[src/rtl/mac_tx_arbiter_if.sv]
// Packet-stream bundle between two transmit sources, the arbiter and the
// MAC pkt_tx port. The arbiter connects through the slave modport. The
// sources and the MAC model connect through the master modport.
interface mac_tx_arbiter_if;
    logic [63:0] src0_data;
    logic        src0_sop;
    logic        src0_eop;
    logic [2:0]  src0_mod;
    logic        src0_val;
    logic        src0_rdy;

    logic [63:0] src1_data;
    logic        src1_sop;
    logic        src1_eop;
    logic [2:0]  src1_mod;
    logic        src1_val;
    logic        src1_rdy;

    logic [63:0] pkt_tx_data;
    logic        pkt_tx_sop;
    logic        pkt_tx_eop;
    logic [2:0]  pkt_tx_mod;
    logic        pkt_tx_val;
    logic        pkt_tx_full;

    modport slave (
        input  src0_data, src0_sop, src0_eop, src0_mod, src0_val,
        output src0_rdy,
        input  src1_data, src1_sop, src1_eop, src1_mod, src1_val,
        output src1_rdy,
        output pkt_tx_data, pkt_tx_sop, pkt_tx_eop, pkt_tx_mod, pkt_tx_val,
        input  pkt_tx_full
    );

    modport master (
        output src0_data, src0_sop, src0_eop, src0_mod, src0_val,
        input  src0_rdy,
        output src1_data, src1_sop, src1_eop, src1_mod, src1_val,
        input  src1_rdy,
        input  pkt_tx_data, pkt_tx_sop, pkt_tx_eop, pkt_tx_mod, pkt_tx_val,
        output pkt_tx_full
    );
endinterface

[src/rtl/mac_tx_arbiter.sv]
// Packet-atomic round-robin arbiter. Two packet sources share the MAC
// pkt_tx port. A grant lasts from sop to eop. Arbitration takes one bubble
// cycle in IDLE. The pkt_tx_* outputs are registered, so an accepted beat
// reaches the MAC one cycle after it is accepted.
module mac_tx_arbiter #(
    parameter int CNT_W = 16
) (
    input  logic             clk_156m25,
    input  logic             reset_156m25,
    mac_tx_arbiter_if.slave  bus,
    input  logic             clr_stats,
    output logic [CNT_W-1:0] pkt_cnt0,
    output logic [CNT_W-1:0] pkt_cnt1,
    output logic [CNT_W-1:0] drop_cnt,
    output logic             proto_err
);

    typedef enum logic [1:0] {
        IDLE = 2'd0,
        GNT0 = 2'd1,
        GNT1 = 2'd2
    } state_t;

    state_t      state, state_nxt;
    logic        rr_last;      // 0: source 0 owned the last packet, 1: source 1
    logic        first_beat;   // the next accepted beat is the first of the grant
    logic        rdy0, rdy1;
    logic        orphan0, orphan1;
    logic        acc;          // a beat from the granted source is accepted this cycle
    logic        sel1;         // the granted source is source 1
    logic [63:0] sel_data;
    logic        sel_sop, sel_eop;
    logic [2:0]  sel_mod;

    // Add 0, 1 or 2 to a counter. The result clamps at all-ones instead of
    // wrapping.
    function automatic logic [CNT_W-1:0] sat_add(input logic [CNT_W-1:0] a,
                                                 input logic [1:0] inc);
        logic [CNT_W:0] sum;
        sum = {1'b0, a} + {{(CNT_W-1){1'b0}}, inc};
        return sum[CNT_W] ? {CNT_W{1'b1}} : sum[CNT_W-1:0];
    endfunction

    assign bus.src0_rdy = rdy0;
    assign bus.src1_rdy = rdy1;

    // Next-state logic, per-source ready, and orphan detection.
    always_comb begin
        // NOTE: default every output of this block first. A path that leaves
        // a signal unassigned would infer a latch.
        state_nxt = state;
        rdy0      = 1'b0;
        rdy1      = 1'b0;
        orphan0   = 1'b0;
        orphan1   = 1'b0;
        unique case (state)
            IDLE: begin
                // Beats without sop have no packet to belong to. Accept them
                // and discard them. A request (sop) is never accepted here.
                orphan0 = bus.src0_val & ~bus.src0_sop;
                orphan1 = bus.src1_val & ~bus.src1_sop;
                rdy0    = orphan0;
                rdy1    = orphan1;
                if (bus.src0_val && bus.src0_sop &&
                    (!(bus.src1_val && bus.src1_sop) || rr_last))
                    state_nxt = GNT0;
                else if (bus.src1_val && bus.src1_sop)
                    state_nxt = GNT1;
            end
            GNT0: begin
                rdy0 = ~bus.pkt_tx_full;
                if (bus.src0_val && rdy0 && bus.src0_eop)
                    state_nxt = IDLE;
            end
            GNT1: begin
                rdy1 = ~bus.pkt_tx_full;
                if (bus.src1_val && rdy1 && bus.src1_eop)
                    state_nxt = IDLE;
            end
            default: state_nxt = IDLE;
        endcase
    end

    // Select the beat of the granted source and detect its acceptance.
    always_comb begin
        sel1     = (state == GNT1);
        sel_data = sel1 ? bus.src1_data : bus.src0_data;
        sel_sop  = sel1 ? bus.src1_sop  : bus.src0_sop;
        sel_eop  = sel1 ? bus.src1_eop  : bus.src0_eop;
        sel_mod  = sel1 ? bus.src1_mod  : bus.src0_mod;
        acc      = ((state == GNT0) && bus.src0_val && rdy0) ||
                   ((state == GNT1) && bus.src1_val && rdy1);
    end

    // State register, round-robin pointer, and first-beat tracking.
    always_ff @(posedge clk_156m25 or posedge reset_156m25) begin
        if (reset_156m25) begin
            // NOTE: sequential state uses non-blocking assignments. Every flop
            // then samples values from before the edge, whatever the order of
            // the blocks.
            state      <= IDLE;
            rr_last    <= 1'b1;
            first_beat <= 1'b0;
        end else begin
            state <= state_nxt;
            if (state == IDLE)
                first_beat <= 1'b1;
            else if (acc)
                first_beat <= 1'b0;
            if (acc && sel_eop)
                rr_last <= sel1;
        end
    end

    // Register the accepted beat toward the MAC. The data fields hold while
    // no beat is accepted.
    always_ff @(posedge clk_156m25 or posedge reset_156m25) begin
        if (reset_156m25) begin
            bus.pkt_tx_data <= '0;
            bus.pkt_tx_sop  <= 1'b0;
            bus.pkt_tx_eop  <= 1'b0;
            bus.pkt_tx_mod  <= '0;
            bus.pkt_tx_val  <= 1'b0;
        end else begin
            bus.pkt_tx_val <= acc;
            if (acc) begin
                bus.pkt_tx_data <= sel_data;
                bus.pkt_tx_sop  <= sel_sop;
                bus.pkt_tx_eop  <= sel_eop;
                bus.pkt_tx_mod  <= sel_mod;
            end
        end
    end

    // Statistics counters and the sticky protocol-error flag. A clear takes
    // priority over any increment in the same cycle.
    always_ff @(posedge clk_156m25 or posedge reset_156m25) begin
        if (reset_156m25) begin
            pkt_cnt0  <= '0;
            pkt_cnt1  <= '0;
            drop_cnt  <= '0;
            proto_err <= 1'b0;
        end else if (clr_stats) begin
            pkt_cnt0  <= '0;
            pkt_cnt1  <= '0;
            drop_cnt  <= '0;
            proto_err <= 1'b0;
        end else begin
            if (acc && sel_eop && !sel1)
                pkt_cnt0 <= sat_add(pkt_cnt0, 2'd1);
            if (acc && sel_eop && sel1)
                pkt_cnt1 <= sat_add(pkt_cnt1, 2'd1);
            if (orphan0 || orphan1)
                drop_cnt <= sat_add(drop_cnt, {1'b0, orphan0} + {1'b0, orphan1});
            if (acc && sel_sop && !first_beat)
                proto_err <= 1'b1;
        end
    end

endmodule

[src/flat_wrapper.sv]
// flat-port wrapper written by rule: the top's interface ports become plain ports
module mac_tx_arbiter_flat 
#(
    parameter int CNT_W = 16
)
  (clk_156m25, reset_156m25, clr_stats, pkt_cnt0, pkt_cnt1, drop_cnt, proto_err, bus_src0_data, bus_src0_sop, bus_src0_eop, bus_src0_mod, bus_src0_val, bus_src0_rdy, bus_src1_data, bus_src1_sop, bus_src1_eop, bus_src1_mod, bus_src1_val, bus_src1_rdy, bus_pkt_tx_data, bus_pkt_tx_sop, bus_pkt_tx_eop, bus_pkt_tx_mod, bus_pkt_tx_val, bus_pkt_tx_full);
  mac_tx_arbiter_if bus_i ();
  input  logic clk_156m25;
  input  logic reset_156m25;
  input  logic clr_stats;
  output logic [CNT_W-1:0] pkt_cnt0;
  output logic [CNT_W-1:0] pkt_cnt1;
  output logic [CNT_W-1:0] drop_cnt;
  output logic proto_err;
  input wire logic [$bits(bus_i.src0_data)-1:0] bus_src0_data;
  input wire logic [$bits(bus_i.src0_sop)-1:0] bus_src0_sop;
  input wire logic [$bits(bus_i.src0_eop)-1:0] bus_src0_eop;
  input wire logic [$bits(bus_i.src0_mod)-1:0] bus_src0_mod;
  input wire logic [$bits(bus_i.src0_val)-1:0] bus_src0_val;
  output wire logic [$bits(bus_i.src0_rdy)-1:0] bus_src0_rdy;
  input wire logic [$bits(bus_i.src1_data)-1:0] bus_src1_data;
  input wire logic [$bits(bus_i.src1_sop)-1:0] bus_src1_sop;
  input wire logic [$bits(bus_i.src1_eop)-1:0] bus_src1_eop;
  input wire logic [$bits(bus_i.src1_mod)-1:0] bus_src1_mod;
  input wire logic [$bits(bus_i.src1_val)-1:0] bus_src1_val;
  output wire logic [$bits(bus_i.src1_rdy)-1:0] bus_src1_rdy;
  output wire logic [$bits(bus_i.pkt_tx_data)-1:0] bus_pkt_tx_data;
  output wire logic [$bits(bus_i.pkt_tx_sop)-1:0] bus_pkt_tx_sop;
  output wire logic [$bits(bus_i.pkt_tx_eop)-1:0] bus_pkt_tx_eop;
  output wire logic [$bits(bus_i.pkt_tx_mod)-1:0] bus_pkt_tx_mod;
  output wire logic [$bits(bus_i.pkt_tx_val)-1:0] bus_pkt_tx_val;
  input wire logic [$bits(bus_i.pkt_tx_full)-1:0] bus_pkt_tx_full;
  assign bus_i.src0_data = bus_src0_data;
  assign bus_i.src0_sop = bus_src0_sop;
  assign bus_i.src0_eop = bus_src0_eop;
  assign bus_i.src0_mod = bus_src0_mod;
  assign bus_i.src0_val = bus_src0_val;
  assign bus_src0_rdy = bus_i.src0_rdy;
  assign bus_i.src1_data = bus_src1_data;
  assign bus_i.src1_sop = bus_src1_sop;
  assign bus_i.src1_eop = bus_src1_eop;
  assign bus_i.src1_mod = bus_src1_mod;
  assign bus_i.src1_val = bus_src1_val;
  assign bus_src1_rdy = bus_i.src1_rdy;
  assign bus_pkt_tx_data = bus_i.pkt_tx_data;
  assign bus_pkt_tx_sop = bus_i.pkt_tx_sop;
  assign bus_pkt_tx_eop = bus_i.pkt_tx_eop;
  assign bus_pkt_tx_mod = bus_i.pkt_tx_mod;
  assign bus_pkt_tx_val = bus_i.pkt_tx_val;
  assign bus_i.pkt_tx_full = bus_pkt_tx_full;
  mac_tx_arbiter #(.CNT_W(CNT_W)) u_core (.clk_156m25(clk_156m25), .reset_156m25(reset_156m25), .bus(bus_i), .clr_stats(clr_stats), .pkt_cnt0(pkt_cnt0), .pkt_cnt1(pkt_cnt1), .drop_cnt(drop_cnt), .proto_err(proto_err));
endmodule
[config.mk]
export PLATFORM = sky130hd
export DESIGN_NAME = mac_tx_arbiter_flat
export DESIGN_NICKNAME = d
export VERILOG_FILES = /design/src/rtl/mac_tx_arbiter_if.sv /design/src/rtl/mac_tx_arbiter.sv /design/src/flat_wrapper.sv
export SDC_FILE = /design/constraint.sdc
export NUM_CORES = 1
export LEC_CHECK = 0
export ABC_AREA = 1
export BUFFER_PORTS_ARGS = -buffer_cell sky130_fd_sc_hd__buf_2
export CORE_ASPECT_RATIO = 1.25
export CORE_MARGIN = 2
export CORE_UTILIZATION = 31
export DETAILED_ROUTE_END_ITERATION = 12
export GPL_TIMING_DRIVEN = 0
export PLACE_DENSITY = 0.64
export SYNTH_ARGS = -nofsm -noshare
export SYNTH_HDL_FRONTEND = slang
export SYNTH_SLANG_ARGS = --single-unit
[constraint.sdc]
create_clock -name clk_156m25 -period 3.9 [get_ports clk_156m25]
set_clock_uncertainty 0.15 [all_clocks]
set_input_delay 0.585 -clock clk_156m25 [delete_from_list [all_inputs] [get_ports clk_156m25]]
set_output_delay 0.585 -clock clk_156m25 [all_outputs]
set_load 0.02 [all_outputs]
# Yosys cells after proc, flatten, opt, wreduce, memory -nomap -nowiden
# Index checks and enable logic that the tools add are counted.
# Widths: inputs -> output; s select.
# classes
n_addsub	4
n_lt_le_gt_ge	0
n_reduce_logical	29
mul	0
n_div	0
n_shift	0
n_mux	26
n_eq_ne	5
bitwise_logic	5
# ops
op	n
$mux 16	9
$mux 64	1
$add 16x1->17 const B	2
$add 16x2->17	1
$logic_and 1x1->1	16
$reduce_bool 2->1	5
$mux 1	8
$mux 2	4
$pmux 2 s3	1
$pmux 1 s2	2
$logic_not 1->1	3
$logic_or 1x1->1	3
$mux 3	1
$ne 3x1->1 const B	1
$not 1->1	3
$reduce_and 3->1	1
$add 1x1->2	1
$and 1x1->1	2
$eq 2x1->1 const B	1
$eq 2x2->1 const B	1
$logic_not 2->1	1
$ne 2x1->1 const B	1
$ne 2x2->1 const B	1
# word_totals
regBits	123
out_inout_bits	121
latchBits	0
ramBits	0
romBits	0
n_memories	0

# Logic depth before layout (Yosys ltp)
# depth
depth_word	9
ltp_mapped	14
depth_no_buf	14

# Worst setup path after synthesis
# Ideal clock, no wire load.
# synth_timing
kind	input port to flip-flop
startpoint	in bus_src0_val
endpoint	reg u_core.drop_cnt[5]
n_path_buf	0
path_stages	12
setup_time_ps	65
path_slack_ps	1422
arrival_ps	2262
required_ps	3685
cell_sequence	inv_1 -> nor2_1 -> nand2_1 -> fa_1 -> inv_1 -> ha_1 -> nand2_1 -> nor2_1 -> nand2_1 -> nor2_1 -> o21ai_0 -> nand2_1
# synth_via
elab_chain_cells	7
# synth_lines
item	line	text
from (decl)	flat_wrapper.sv:19	input wire logic [$bits(bus_i.src0_val)-1:0] bus_src0_val;
$and 1x1->1 (*)	mac_tx_arbiter.sv:60	orphan0 = bus.src0_val & ~bus.src0_sop;
$mux 1 (*)	mac_tx_arbiter.sv:56	unique case (state)
$add 1x1->2	mac_tx_arbiter.sv:154	drop_cnt <= sat_add(drop_cnt, {1'b0, orphan0} + {1'b0, orphan1});
$add 16x2->17	mac_tx_arbiter.sv:40	sum = {1'b0, a} + {{(CNT_W-1){1'b0}}, inc};
$mux 16	mac_tx_arbiter.sv:41	return sum[CNT_W] ? {CNT_W{1'b1}} : sum[CNT_W-1:0];
$mux 16	mac_tx_arbiter.sv:153	if (orphan0 || orphan1)
$mux 16	mac_tx_arbiter.sv:143	end else if (clr_stats) begin
to (signal assigned)	mac_tx_arbiter.sv:154	
to (decl)	mac_tx_arbiter.sv:14	output logic [CNT_W-1:0] drop_cnt,
# Every way passes the cells marked *; elsewhere a longest branch is shown, timed or not. The select of a mux whose other input is x is not followed.
# A chain may end at the register's enable or synchronous reset.

# Worst setup path after layout
# layout_timing
startpoint	reg u_core.state[1]
endpoint	out bus_src1_rdy
# layout_via
elab_chain_cells	2
# layout_lines
item	line	text
from (decl)	mac_tx_arbiter.sv:24	state_t state, state_nxt;
from (signal assigned)	mac_tx_arbiter.sv:105	state <= state_nxt;
$eq 2x2->1 or $logic_not 2->1 (tied branches)	mac_tx_arbiter.sv:56	
$pmux 1 s2 (*)	mac_tx_arbiter.sv:56	
to (decl)	flat_wrapper.sv:26	output wire logic [$bits(bus_i.src1_rdy)-1:0] bus_src1_rdy;
# Every way passes the cells marked *; elsewhere a longest branch is shown, timed or not.

==> results by stage <==
Critical path:
- The critical path buffer and inverter count is 3.
- The family with the most delay on the worst path is buffers and inverters.
- The arrival time at the worst endpoint is 2.32 ns.
- The path type of the worst setup path is reg2out.
- By instance count, the cell type seen most on the critical path is sky130_fd_sc_hd__buf_2.
- In this design, the stage delay of the slowest critical-path cell is 0.43 ns.
- Data on the critical path is required at its endpoint by 3.16 ns.
- The worst setup path is launched from a flop.
- For flop-to-flop paths, the worst setup slack is 0.94 ns.
- The startpoint of the lowest-slack register-to-register path is u_core.state[1].
- In this run the critical register-to-register path is captured at u_core.drop_cnt[5].
- On the critical path, the stage with the largest delay is an instance of sky130_fd_sc_hd__dfrtp_1.
- In this run the worst path has a maximum fanout of 10.
- The critical path goes through nand2_2 -> buf_2 -> buf_1 -> o21ai_0 -> buf_2.
- The number of cells on the worst reg-to-reg path is 11.
- The capturing element type of the critical path is an output pin.

Route:
- Using the TritonRoute via totals, the vias-per-cell ratio works out to 4.70.
- After detailed routing, the average wire length per cell comes to 14.6 um.
- The iteration count of the initial detailed-routing pass is 4.
- Summed over all layers, the routed wires come to 21.7 mm.
- In this run, the number of DRC markers left after iteration 0 of detailed routing was 300.
- The number of design rule violations left after detail routing is 0.
- The remaining antenna violation count is 0.
- The total number of vias is 6980.

Cells and area:
- The area of all sequential standard cells is 3080 um2.
- In the final layout, the multi-input gates occupy 3110 um2.
- Leaving out filler cells and counting taps, the final layout contains 1486.
- The layout filler cell count is 2186.
- At the end of the flow the core is filled with cells to 0.429.
- The final net count is 1345.
- In the final layout, the share of cells above drive strength 1 is 0.278.
- The area overhead of the layout relative to synthesis is 35.5%.

CTS:
- No sink is reached through more buffers than the 2 on the longest clock path.
- For the worst-skew pair, the clock arrives at the later sink with an insertion delay of 0.41 ns.
- Counting every sink on the clock net gives 123.
- The clock-pin slew of the registers on the worst-case setup and hold paths is 0.06 ns.
- The number of setup buffers added after CTS is 0.
- CTS placed an instance of sky130_fd_sc_hd__clkbuf_16 at the clock tree root.
- The number of gates resized after CTS was 0.
- In this run, post-CTS hold repair placed 0 buffers.
- In this run the number of H-tree levels came out at 4.
- In this run, CTS created clock tree buffers numbering 17.
- TritonCTS built the clock tree.

Synth:
- By area the synthesized netlist is led by sky130_fd_sc_hd__dfrtp_1 46%, sky130_fd_sc_hd__nand2_1 20%, sky130_fd_sc_hd__nor2_1 6.9%.
- Synthesis handed over a netlist of 911 instances.
- Of the total synthesized cell area, the portion taken by AND, OR, NAND and NOR gates is 0.346.
- The unique cell type count in the Yosys netlist is 30.
- The compound-gate portion of the synthesized area is 0.0915.
- The most used flip-flop cell after synthesis is sky130_fd_sc_hd__dfrtp_1.
- The top cell type's share of synthesized area is 0.462.
- The multiplexer share of the synthesized area is 0.
- Synthesis inferred 123 register bits.
- The cell area after technology mapping is 6610 um2.
- The cell type with the highest aggregate area in the netlist is sky130_fd_sc_hd__dfrtp_1.
- Of the total synthesized cell area, the portion taken by XOR and XNOR cells is 0.0252.
- The number of flops mapped to enable cells by yosys is 0.
- The dominant combinational cell family by area after synthesis is simple AND/OR/NAND/NOR gates.
- The proportion of synthesized flip-flops having asynchronous set or reset is 1.00.
- A synthesized cell averages 7.25 um2.
- The adder-cell share of the synthesized area is 0.00871.
- The synthesized net count is 1059.
- After synthesis, the most frequently instantiated cells are 353 x sky130_fd_sc_hd__nand2_1, 122 x sky130_fd_sc_hd__dfrtp_1, 122 x sky130_fd_sc_hd__nor2_1.
- The register area share after synthesis is 0.466.
- The most common cell in the synthesized netlist is sky130_fd_sc_hd__nand2_1.
- Yosys printed 0 warnings.

STA:
- Setup violations remaining at the end of the flow were counted as 0.
- Setup repair after global routing left no endpoint under its margin.
- Dividing the final minimum period by the clock period gives 0.784.
- Measured against its own limit, the worst slew margin works out to 0.661.
- For this run, the top clock speed supported by timing is 0.327 GHz.
- The clock period minus final worst setup slack is 3.06 ns.
- The hold violation count in the final report came to 0.
- The total count of max-transition violations in the final report is 0.
- The transition at the pin with the smallest max-transition slack is 0.509 ns.
- After routing, the total negative slack on setup checks comes to 0 ns.

Power:
- The power density over cell area is 643 nW/um2.
- The share of total power dissipated in combinational logic is 0.382.
- IR analysis of the VDD net gives a maximum drop of 0.345 mV.
- Of the total power, the share spent switching nets is 0.409.
- The internal power contribution is 3.40 mW.
- The relative contribution of sequential cells to total power is 0.330.
- The analysis attributes to net switching a power of 2.36 mW.
- Of the total power, the clock network draws 0.288.
- The static leakage is 4.74 nW.

Global routing:
- The aggregate global-route resource usage is 0.192.
- The number of global-route vias before repair is 6749.
- The total overflow left after global routing is 0.
- Entering global routing, the biggest net connects 40 pins.
- The first-pass GRT wire length is 34.3 mm.
- The number of antenna violations at the first check in global routing is 2.

Floorplan:
- The initial core utilization is 0.316.
- The floorplan row count is 59.
- The horizontal die dimension is 135 um.
- The floorplan step defined a die boundary enclosing 22500 um2.
- The vertical die dimension is 167 um.
- 265 I/O pins were placed.
- The core region is 20900 um2.

Worst hold path:
- The path class of the tightest hold or removal check is in2async.

Job:
- Max-cap violations in this run came to 0.

Place:
- The placed cell count is 1452.
- The number of I/O port buffers is 264.
- Detailed placement ended at an HPWL of 16.8 mm.
- The routability congestion estimate is 0.879.

Run status:
- The run finished with clean final reports.
## flip-flops by register name, indices dropped and copies added, names as in the netlist
name                    flops
u_core.bus.pkt_tx_data     64
u_core.bus.pkt_tx_eop       1
u_core.bus.pkt_tx_mod       3
u_core.bus.pkt_tx_sop       1
u_core.bus.pkt_tx_val       1
u_core.drop_cnt            16
u_core.first_beat           1
u_core.pkt_cnt0            16
u_core.pkt_cnt1            16
u_core.proto_err            1
u_core.rr_last              1
u_core.state                2
## placed cells by master (no fill, tap or decap)
cell type,n
sky130_fd_sc_hd__ha_1,3
sky130_fd_sc_hd__buf_2,288
sky130_fd_sc_hd__inv_6,5
sky130_fd_sc_hd__o21a_1,1
sky130_fd_sc_hd__nand4_2,1
sky130_fd_sc_hd__nand3b_1,2
sky130_fd_sc_hd__nand4_1,15
sky130_fd_sc_hd__xor2_1,15
sky130_fd_sc_hd__diode_2,2
sky130_fd_sc_hd__buf_4,3
sky130_fd_sc_hd__fa_1,1
sky130_fd_sc_hd__o211ai_1,1
sky130_fd_sc_hd__xnor2_1,4
sky130_fd_sc_hd__o21bai_1,1
sky130_fd_sc_hd__clkinv_2,1
sky130_fd_sc_hd__nand3_4,1
sky130_fd_sc_hd__clkbuf_16,17
sky130_fd_sc_hd__nand3_1,66
sky130_fd_sc_hd__a31oi_1,67
sky130_fd_sc_hd__dfrtp_1,122
sky130_fd_sc_hd__o21ai_0,29
sky130_fd_sc_hd__nor3_2,1
sky130_fd_sc_hd__bufinv_16,3
sky130_fd_sc_hd__buf_12,3
sky130_fd_sc_hd__o21ai_1,1
sky130_fd_sc_hd__inv_2,2
sky130_fd_sc_hd__o31ai_1,1
sky130_fd_sc_hd__nor2_4,1
sky130_fd_sc_hd__clkbuf_1,10
sky130_fd_sc_hd__nand2_1,353
sky130_fd_sc_hd__a21oi_1,1
sky130_fd_sc_hd__inv_1,58
sky130_fd_sc_hd__dfstp_2,1
sky130_fd_sc_hd__clkinv_4,3
sky130_fd_sc_hd__buf_1,1
sky130_fd_sc_hd__clkinvlp_4,4
sky130_fd_sc_hd__nand2_2,2
sky130_fd_sc_hd__nor2_1,122
## through the flow
| step | hold WS (ns) | worst slack (ns) | cell area (um2) | power [mW] |
|---|---|---|---|---|
| floorplan | 0.292 | 1.42 | 6610 | 3.28 |
| detailed placement | 0.325 | 0.858 | 8330 | 4.14 |
| global route | 0.0395 | 0.686 | 8950 | 6.13 |
| global placement | 0.317 | 0.703 | 8270 | 4.10 |
| CTS | 0.0282 | 0.816 | 8950 | 5.83 |
| finish | 0.0355 | 0.844 | 8950 | 5.76 |
## worst register-to-register path, stage by stage (launching register included)
cell                      delay, ns
sky130_fd_sc_hd__dfrtp_1       0.43
sky130_fd_sc_hd__nor2_1        0.30
sky130_fd_sc_hd__nand2_1       0.18
sky130_fd_sc_hd__fa_1          0.45
sky130_fd_sc_hd__inv_1         0.09
sky130_fd_sc_hd__ha_1          0.24
sky130_fd_sc_hd__nand2_1       0.09
sky130_fd_sc_hd__nor2_1        0.25
sky130_fd_sc_hd__nand2_1       0.17
sky130_fd_sc_hd__nor2_1        0.31
sky130_fd_sc_hd__o21ai_0       0.16
sky130_fd_sc_hd__nand2_1       0.07
## worst max-delay path by stage
stage                    startpoint                    endpoint  slack [ns]  cells after the start
finish              u_core.state[1]                bus_src1_rdy        0.84                      5
global route        u_core.state[1]          u_core.drop_cnt[5]        0.69                     11
CTS                 u_core.state[1]                bus_src1_rdy        0.82                      5
detailed placement     bus_src0_val          u_core.drop_cnt[5]        0.86                     13
global placement       reset_156m25  u_core.bus.pkt_tx_data[33]        0.70                      2
floorplan              bus_src0_val          u_core.drop_cnt[5]        1.42                     12
## power by group through the flow
stage,Combinational [mW],Clock [mW],Sequential [mW]
finish,2.20,1.66,1.90
detailed placement,2.24,0,1.91
global route,2.43,1.76,1.94
floorplan,0.948,0,2.33
global placement,2.20,0,1.90
CTS,2.23,1.70,1.90
## per-layer routing
metal  share of wire  GRT usage
met2            0.50      0.333
met3           0.065     0.0545
met1            0.41      0.225
met4           0.023     0.0668
met5               0          0
## logic make-up (layout without fill, tap and decap cells)
family,Yosys count,in the layout
buffers and inverters,99,398
DFF,123,123
and+or+nand+nor,564,564
xor gates and xnor gates,19,19
adders and majority gates,4,4
other,0,2
AOI/OAI and AO/OA,102,102
## area by class of cell
class | count | area share
well taps | 274 | 0.0383
multi-input cells | 689 | 0.348
inverters | 61 | 0.0260
flip-flops and latches | 123 | 0.344
repair buffers | 267 | 0.154
clock buffers | 17 | 0.0475
clock inverters | 15 | 0.0210
plain buffers | 38 | 0.0205
diodes | 2 | 0.000559
Power figures use the tool's default switching activity.
